[src/rtl/grf_wr_arbiter.sv]
// GRF write-port arbiter: round-robin between ALU (A) and load (B) writeback, with an
// optional post-reset register clear sequence enabled by macro GRF_CLEAR_EN.
module grf_wr_arbiter #(
    parameter int unsigned NREG = 32
) (
    input  logic        clk,
    input  logic        reset,
    input  logic        a_valid,
    input  logic [4:0]  a_reg,
    input  logic [31:0] a_data,
    input  logic        b_valid,
    input  logic [4:0]  b_reg,
    input  logic [31:0] b_data,
    output logic        a_ready,
    output logic        b_ready,
    output logic        regwrite,
    output logic [4:0]  write_reg,
    output logic [31:0] write_data,
    output logic        clear_done
);

    if (NREG < 2 || NREG > 32) begin : g_nreg_check
        $error("grf_wr_arbiter: NREG must be in 2..32");
    end

    logic        run;
    logic        clear_wr;
    logic [4:0]  clear_reg;
    logic        grant_a;
    logic        grant_b;
    logic        prio_b_q, prio_b_d;
    logic        regwrite_q, regwrite_d;
    logic [4:0]  write_reg_q, write_reg_d;
    logic [31:0] write_data_q, write_data_d;

`ifdef GRF_CLEAR_EN
    typedef enum logic [0:0] {StClear, StRun} state_e;

    localparam logic [4:0] LastReg = 5'(NREG - 1);

    state_e     state_q, state_d;
    logic [4:0] cnt_q, cnt_d;

    // The last clear write is already on the port when we leave CLEAR, so RUN
    // starts the cycle after write_reg shows NREG-1.
    always_comb begin
        state_d  = state_q;
        cnt_d    = cnt_q;
        clear_wr = 1'b0;
        unique case (state_q)
            StClear: begin
                if (regwrite_q && (write_reg_q == LastReg)) begin
                    state_d = StRun;
                end else begin
                    clear_wr = 1'b1;
                    cnt_d    = cnt_q + 5'd1;
                end
            end
            StRun: begin
            end
            default: state_d = StClear;
        endcase
    end

    always_ff @(posedge clk or negedge reset) begin
        if (!reset) begin
            state_q <= StClear;
            cnt_q   <= 5'd1;
        end else begin
            state_q <= state_d;
            cnt_q   <= cnt_d;
        end
    end

    assign run       = (state_q == StRun);
    assign clear_reg = cnt_q;
`else
    // Without the clear sequence the block is always in RUN; only reset itself blocks grants.
    assign run       = reset;
    assign clear_wr  = 1'b0;
    assign clear_reg = 5'd0;
`endif

    assign grant_a = run && a_valid && (!b_valid || !prio_b_q);
    assign grant_b = run && b_valid && (!a_valid || prio_b_q);

    always_comb begin
        prio_b_d     = prio_b_q;
        regwrite_d   = 1'b0;
        write_reg_d  = write_reg_q;
        write_data_d = write_data_q;
        if (clear_wr) begin
            regwrite_d   = 1'b1;
            write_reg_d  = clear_reg;
            write_data_d = 32'd0;
        end else if (grant_a) begin
            prio_b_d = 1'b1;
            // r0 is hardwired: the grant is consumed but nothing is written
            if (a_reg != 5'd0) begin
                regwrite_d   = 1'b1;
                write_reg_d  = a_reg;
                write_data_d = a_data;
            end
        end else if (grant_b) begin
            prio_b_d = 1'b0;
            if (b_reg != 5'd0) begin
                regwrite_d   = 1'b1;
                write_reg_d  = b_reg;
                write_data_d = b_data;
            end
        end
    end

    always_ff @(posedge clk or negedge reset) begin
        if (!reset) begin
            prio_b_q     <= 1'b0;
            regwrite_q   <= 1'b0;
            write_reg_q  <= 5'd0;
            write_data_q <= 32'd0;
        end else begin
            prio_b_q     <= prio_b_d;
            regwrite_q   <= regwrite_d;
            write_reg_q  <= write_reg_d;
            write_data_q <= write_data_d;
        end
    end

    assign a_ready    = grant_a;
    assign b_ready    = grant_b;
    assign regwrite   = regwrite_q;
    assign write_reg  = write_reg_q;
    assign write_data = write_data_q;
    assign clear_done = run;

endmodule

[config.mk]
export PLATFORM = sky130hd
export DESIGN_NAME = grf_wr_arbiter
export DESIGN_NICKNAME = d
export VERILOG_FILES = /design/src/rtl/grf_wr_arbiter.sv
export SDC_FILE = /design/constraint.sdc
export NUM_CORES = 1
export LEC_CHECK = 0
export ABC_AREA = 0
export BUFFER_PORTS_ARGS = -buffer_cell sky130_fd_sc_hd__clkbuf_2
export CELL_PAD_IN_SITES_DETAIL_PLACEMENT = 0
export CELL_PAD_IN_SITES_GLOBAL_PLACEMENT = 1
export CORE_MARGIN = 1
export CORE_UTILIZATION = 25
export DETAILED_ROUTE_END_ITERATION = 10
export HOLD_SLACK_MARGIN = 0.05
export PLACE_DENSITY_LB_ADDON = 0.1
export SLEW_MARGIN = 25
export SYNTH_ARGS = -nofsm -noshare
export SYNTH_HDL_FRONTEND = slang
export SYNTH_SLANG_ARGS = --single-unit
[constraint.sdc]
create_clock -name clk -period 1.6 [get_ports clk]
set_clock_uncertainty 0.1 [all_clocks]
set_input_delay 0.32 -clock clk [delete_from_list [all_inputs] [get_ports clk]]
set_output_delay 0.32 -clock clk [all_outputs]
set_load 0.1 [all_outputs]
== Word level (Yosys, flattened, before mapping) ==
Index checks and enable logic that the tools add are counted.
Storage, ports and cells
  flip-flop bits (word level): 39
  input bits: 78
  logic and storage cells: 33
Operators by class
  multiplexer cells: 14
  eq/ne operators: 1
  reductions and logical operators: 14
Operators with widths (count)
  two-way mux 32 bit: 4
  two-way mux 5 bit: 4
  nonzero test 5 bit: 2
  two-way mux 1 bit: 6
  logical AND 1 bit: 4
  nonzero test 2 bit: 2
  logical NOT 1 bit: 3
  AND reduction 3 bit: 1
  logical OR 1 bit: 2
  != test 2 x 1 -> 1 bit (second input constant): 1

== Logic depth before layout (Yosys ltp) ==
Gate-level depths: netlist of run 1.
  depth in word-level cells: 5
  depth in mapped cells: 6
  gate-level depth less buffers: 4

== Worst setup path before layout of run 1 ==
No wires, ideal clock.
  path type: register -> register
  start point: register prio_b_q
  end point: register write_data_q[0] (netlist: write_data[0])
  arrival time: 2732 ps
  path slack: -1359 ps
  required time: 1374 ps
  library setup time: 126 ps
  cell stages (with the launch flop): 7
  cell sequence: dfrtp_1 -> inv_1 -> a21oi_1 -> o2bb2ai_2 -> buf_6 -> buf_6 -> mux2_4
On the way
  elaborated cells on any way between the ends: 10
RTL lines
  start, declared: line 31  | logic prio_b_q, prio_b_d;
  start signal, assigned: line 121  | prio_b_q <= prio_b_d;
  logical OR 1 bit: line 85  | assign grant_b = run && b_valid && (!a_valid || prio_b_q);
  logical AND 1 bit: line 85
  net b_ready: line 15  | output logic b_ready,
  nonzero test 2 bit (no source line)
  AND reduction 3 bit (no source line)
  end signal, assigned: line 124  | write_data_q <= write_data_d;
  end, declared: line 34  | logic [31:0] write_data_q, write_data_d;
The timed path passes the listed nets, and every way through them passes these cells.
A chain may end at the register's enable or synchronous reset.

== Worst setup path in the final report of run 1 ==
  start point: register prio_b_q
  end point: register write_data_q[21] (netlist: write_data[21])
On the way
  word-level cells in the longest chain between the ends: 5
  elaborated cells on any way between the ends: 10
Ends and longest elaborated chain
  logical NOT 1 bit: line 84  | assign grant_a = run && a_valid && (!b_valid || !prio_b_q);
  logical OR 1 bit: line 84
  logical AND 1 bit: line 84
  != test 2 x 1 -> 1 bit (no source line) / nonzero test 2 bit (equally long branches)
  AND reduction 3 bit (no source line)
Several ways; a longest one is shown, not always the timed one.

==> reports/qor.yml, run 1 <==
status:
  status: "finished, violations left"
  violations: "negative setup slack"
grt:
  grt_max_degree: 40
  grt_pass1_vias: 1583
  gr-total-overflow: 0
  antenna_found_initial: 0
  track_usage_pct: 11.8
  grt_pass1_wl_mm: 7.78
layout:
  design_area_um2: 3250
  finish.net_count: 352
  seqCellArea_um2: 976
  fill_cells: 767
  multi_input_comb_area_um2: 1020
  largest_reg_flops: 32
  diodes: 0
  fin_util_pct: 41.9
  syn_to_final_growth_pct: 60.4
  final_cells: 377
  drive_gt1_share_pct: 81.5
yosys:
  syn-num-nets: 214
  synth_area_leaders: "dfrtp_1, mux2_2, mux2_4"
  seq_area_frac_synth_pct: 48.1
  synth_seq_cells: 39
  synth_top_area_share_pct: 48.1
  synth_cells: 136
  synthDistinctLibCells: 18
  syn_area_um2: 2030
  avgSynthCellArea_um2: 14.9
  ys_warn_count: 0
  synth.largest_area_cell: "dfrtp_1"
clocking:
  cts_root_buf: "clkbuf_8"
  cts_tree: "yes"
  clkTransAtPathRegs_ns: 0.08
  clock-sinks: 39
  cts_htree_levels: 2
  clock_latency_ns: 0.28
  numCtsBuffers: 5
  clk_path_buf_depth: 2
sta:
  rsz0062_at_grt: "yes"
  clock.fmax_mhz: 578
  worst_slack_ns: -0.131
  min_period_over_period_pct: 108
  worstMarginPinSlew_ns: 0.540
  slew_viol_final: 0
  fin_tns_setup_ns: -3.63
  whs_ns: 0.0943
  finalCriticalPeriod_ns: 1.73
  final-setup-viol-count: 40
  max_slew_margin_pct: 64.1
  hold_violations: 0
critical_path:
  endpoint: "write_data[21]$_DFFE_PN0P_"
  rrSetupSlack_ns: -0.13
  r2r_end: "write_data[21]$_DFFE_PN0P_"
  rr_worst_depth: 7
  end_kind: "register"
  path_class: "reg -> reg"
  cp.arrival_ns: 1.80
  crit_start: "prio_b_q$_DFFE_PN0P_"
  r2r-start: "prio_b_q$_DFFE_PN0P_"
  worstPathMaxFanout: 7
  critPathLaunchType: "register"
  crit_required_ns: 1.67
power:
  finalPower_mw: 4.95
  p_leak_nw: 1.59
  power_density_nw_per_um2: 1520
  peakVddDrop_mv: 0.713
routing:
  antenna_left: 0
  viasPerCell: 4.11
  drt_iter0_markers: 14
  drt-total-wl_mm: 5.03
  firstDrtPassIters: 3
  vias: 1550
  post-route-drc-count: 0
  routedWlPerCell_um: 13.4
floorplan:
  die_h_um: 92.0
  ioPinCount: 119
  core_area_um2: 7770
  die_area_um2: 8470
  die_w_um: 92.0
  initial_utilization_pct: 26.1
  rows: 32
placement:
  port_buffers: 118
  post-place-ws_ns: -0.296
  dp_hpwl_mm: 3.65
  gp_congestion: 0.723
  place_area_um2: 2990
  dp_cells: 360
hold_path:
  min_path_type: "in -> async"
flow_run:
  cap_violations: 0
==> worst min path at each step <==
stage	start	endpoint	cells past startpoint
floorplan	reset	prio_b_q$_DFFE_PN0P_	0
global route	reset	write_data[10]$_DFFE_PN0P_	2
detailed placement	reset	prio_b_q$_DFFE_PN0P_	2
CTS	reset	write_data[29]$_DFFE_PN0P_	2
global placement	reset	prio_b_q$_DFFE_PN0P_	2
finish	reset	write_data[25]$_DFFE_PN0P_	2
==> placed cells by master (no fill, tap or decap), types with 2 or more instances in the layout <==
cell	instances
clkbuf_2	78
buf_8	3
buf_12	7
clkbuf_8	5
clkinv_2	3
mux2_1	5
dfrtp_1	39
buf_4	44
nand2_1	2
mux2_2	50
clkbuf_16	3
mux2_4	19
buf_6	4
==> cell usage after synthesis (all sizes together) <==
cell and count:
inv 2, nor3 1, or4 1, nand3 1
buf 9, dfrtp 39, a31oi 1, a21oi 2
nand2 3, mux2 74, nor2 2, o2bb2ai 1
==> worst max-delay path, cell delays in order (launching register included) <==
cell       delay, ns
dfrtp_1         0.40
nand2_2         0.08
nand3_4         0.07
buf_4           0.18
o2bb2ai_4       0.14
buf_12          0.16
clkbuf_16       0.15
mux2_2          0.33
==> where the power goes <==
part	internal [mW]	switching (mW)
logic	0.852	2.12
clock network	0.298	0.339
registers	1.22	0.127
total	2.37	2.58
==> cell families (layout without fill, tap and decap cells) <==
kind of cell | after synthesis | count (layout) | share of synthesized area [%]
AND/OR/NAND/NOR | 8 | 8 | 2.10
AO/OA/AOI/OAI | 4 | 4 | 1.54
multiplexers | 74 | 74 | 44.6
flip-flops | 39 | 39 | 48.1
buffers and inverters | 11 | 150 | 3.58
==> what timing repair did <==
item / 4_1_cts / 5_1_grt
endpoints found under the hold margin: 1 / 0
resized for setup: 8 / 3
hold buffers: 1 / 0
gates cloned: 0 / 4
setup buffers: 3 / 1
pin swaps: 1 / 2
endpoints found under the setup margin: 39 / 40
==> final cells by class <==
type / instances / share of cell area, %
clock buffers: 5 / 2.12
clock inverters: 3 / 0.462
inverters: 2 / 0.346
multi-input cells: 86 / 31.3
flip-flops and latches: 39 / 30.0
well taps: 102 / 3.92
repair buffers: 140 / 31.9
==> per-layer routing <==
metal	vias up	share of wire, %	track usage, %
li1	761	-	-
met1	727	44	14.3
met2	60	49	20.6
met3	2	6.3	3.15
met4	0	0.48	3.13
met5	-	0	0
(Power assumes the default switching activity.)
==> run 2, diff against run 1 <==
- RECOVER_POWER: not set -> 50
- clock period: 1.6 -> 1.89 ns (I/O delays scaled with it)
==> run 2 against run 1 <==
The run now ends clean; power is 14% lower; cell area fell by 7.2%; register-to-register slack improved by 0.23 ns; critical path depth fell by 2; clock power increased by 28%; global-route usage rose by 0.070 points; worst hold slack improved by 0.14 ns; largest cell class is now multi-input gates.
==> reports/qor.yml, run 2 (same netlist as run 1, synthesis figures left out) <==
grt:
  grt_pass1_wl_mm: 7.65
  grt_pass1_vias: 1539
  antenna_found_initial: 0
  grtUsageMet3_pct: 3.65
  gr-total-overflow: 0
  grt_use_met2_pct: 18.8
  met1_usage_pct: 15.2
  track_usage_pct: 11.9
  grt_max_degree: 35
  busiest_layer: "met2"
critical_path:
  critical_path.max_stage_delay_ns: 0.40
  slowest_stage: "dfrtp_1"
  critPathBufInv: 3
  critPathLaunchType: "register"
  cpLargestDelayFamily: "buffers and inverters"
  end_kind: "primary output"
  crit_path_cell_trace: "nand2_1, nand3_4, buf_6, clkinvlp_4, buf_12"
  path_class: "reg -> out"
  crit_required_ns: 1.41
  worstPathMaxFanout: 10
  cp.arrival_ns: 1.32
power:
  p_leak_nw: 1.50
  peakVddDrop_mv: 0.667
  finalPower_mw: 4.24
  power_density_nw_per_um2: 1410
routing:
  routedWlPerCell_um: 13.1
  drt_iter0_markers: 22
  vias: 1545
  drt-total-wl_mm: 4.83
  post-route-drc-count: 0
  antenna_left: 0
  firstDrtPassIters: 2
  viasPerCell: 4.18
status:
  status: "finished clean"
sta:
  worst_slack_ns: 0.0940
  worstMarginPinSlew_ns: 0.874
  slew_viol_final: 0
  finalCriticalPeriod_ns: 1.80
  whs_ns: 0.231
  hold_violations: 0
  clock.fmax_mhz: 557
  rsz0062_at_grt: "no"
  max_slew_margin_pct: 41.7
  min_period_over_period_pct: 95.0
  fin_tns_setup_ns: 0
  final-setup-viol-count: 0
floorplan:
  ioPinCount: 119
  die_h_um: 92.0
  die_area_um2: 8470
  rows: 32
  initial_utilization_pct: 26.1
  core_area_um2: 7770
  die_w_um: 92.0
clocking:
  cts_tree: "yes"
  clk_path_buf_depth: 2
  clkTransAtPathRegs_ns: 0.07
  clock-sinks: 39
  clock_latency_ns: 0.29
  numCtsBuffers: 5
  cts_root_buf: "clkbuf_8"
  cts_htree_levels: 2
layout:
  final_common_cell: "clkbuf_2"
  diodes: 0
  seqCellArea_um2: 976
  multi_input_comb_area_um2: 1020
  syn_to_final_growth_pct: 49.0
  finish.net_count: 345
  final_cell_mix: "clkbuf_2, mux2_2, dfrtp_1, mux2_4, buf_4"
  fill_cells: 790
  largest_reg_flops: 32
  drive_gt1_share_pct: 79.5
placement:
  gp_congestion: 0.712
  post-place-ws_ns: -0.0650
  port_buffers: 118
  dp_hpwl_mm: 3.71
flow_run:
  cap_violations: 0
hold_path:
  min_path_type: "in -> reg"
## run 2: cell types whose count changed in the layout (fill, tap and decap cells not counted), moves of 2 or more
cell / change
clkbuf_16: -3
buf_4: -36
clkinv_2: -3
buf_12: -3
bufinv_16: +2
buf_8: -3
clkbuf_2: +39
clkbuf_1: +3
buf_6: -3
## run 2: worst paths after layout
| path | startpoint | endpoint | slack, ns | cells past startpoint |
|---|---|---|---|---|
| hold / removal | b_valid | prio_b_q$_DFFE_PN0P_ | 0.23 | 2 |
| setup reg to reg | prio_b_q$_DFFE_PN0P_ | write_data[20]$_DFFE_PN0P_ | 0.10 | 6 |
| max in group asynchronous | reset | write_data[27]$_DFFE_PN0P_ | 0.71 | 3 |
| setup / recovery | prio_b_q$_DFFE_PN0P_ | a_ready | 0.09 | 5 |
| hold reg to reg | write_data[24]$_DFFE_PN0P_ | write_data[24]$_DFFE_PN0P_ | 0.40 | 1 |
| min in group asynchronous | reset | write_reg[4]$_DFFE_PN0P_ | 0.43 | 3 |
## run 2: area by class of cell
type,count,area share (%)
Inverter,2,0.373
Multi-Input combinational cell,86,33.7
Clock inverter,2,1.99
Sequential cell,39,32.3
Timing Repair Buffer,133,25.0
Clock buffer,6,2.40
Tap cell,102,4.23
## run 2: per-stage QoR
stage	util [%]	cell area [um2]	instances
floorplan	-	2060	136
global placement	36.8	2860	357
detailed placement	36.8	2860	357
CTS	38.8	3010	366
global route	38.9	3020	370
finish	38.9	3020	370
## run 2: repair_timing
item | CTS | global route
endpoints found under the hold margin | 5 | 0
buffers inserted | 0 | 4
pin swaps | 1 | 0
resized for setup | 2 | 0
setup endpoints to repair | 1 | 1
gates cloned | 0 | 0
hold buffers | 1 | 0
## run 2: per-layer routing
metal | part of all wire [%] | wire length [um] | vias to the layer above
li1 | - | - | 751
met5 | 0 | 0 | -
met2 | 48 | 2300 | 63
met1 | 44 | 2110 | 723
met4 | 1.4 | 70 | 0
met3 | 7.3 | 351 | 8
## run 2: power breakdown
group          switching [mW]  leakage [nW]  internal, mW
combinational            1.78         0.976         0.518
sequential              0.103         0.456          1.03
clock                   0.285        0.0654         0.528
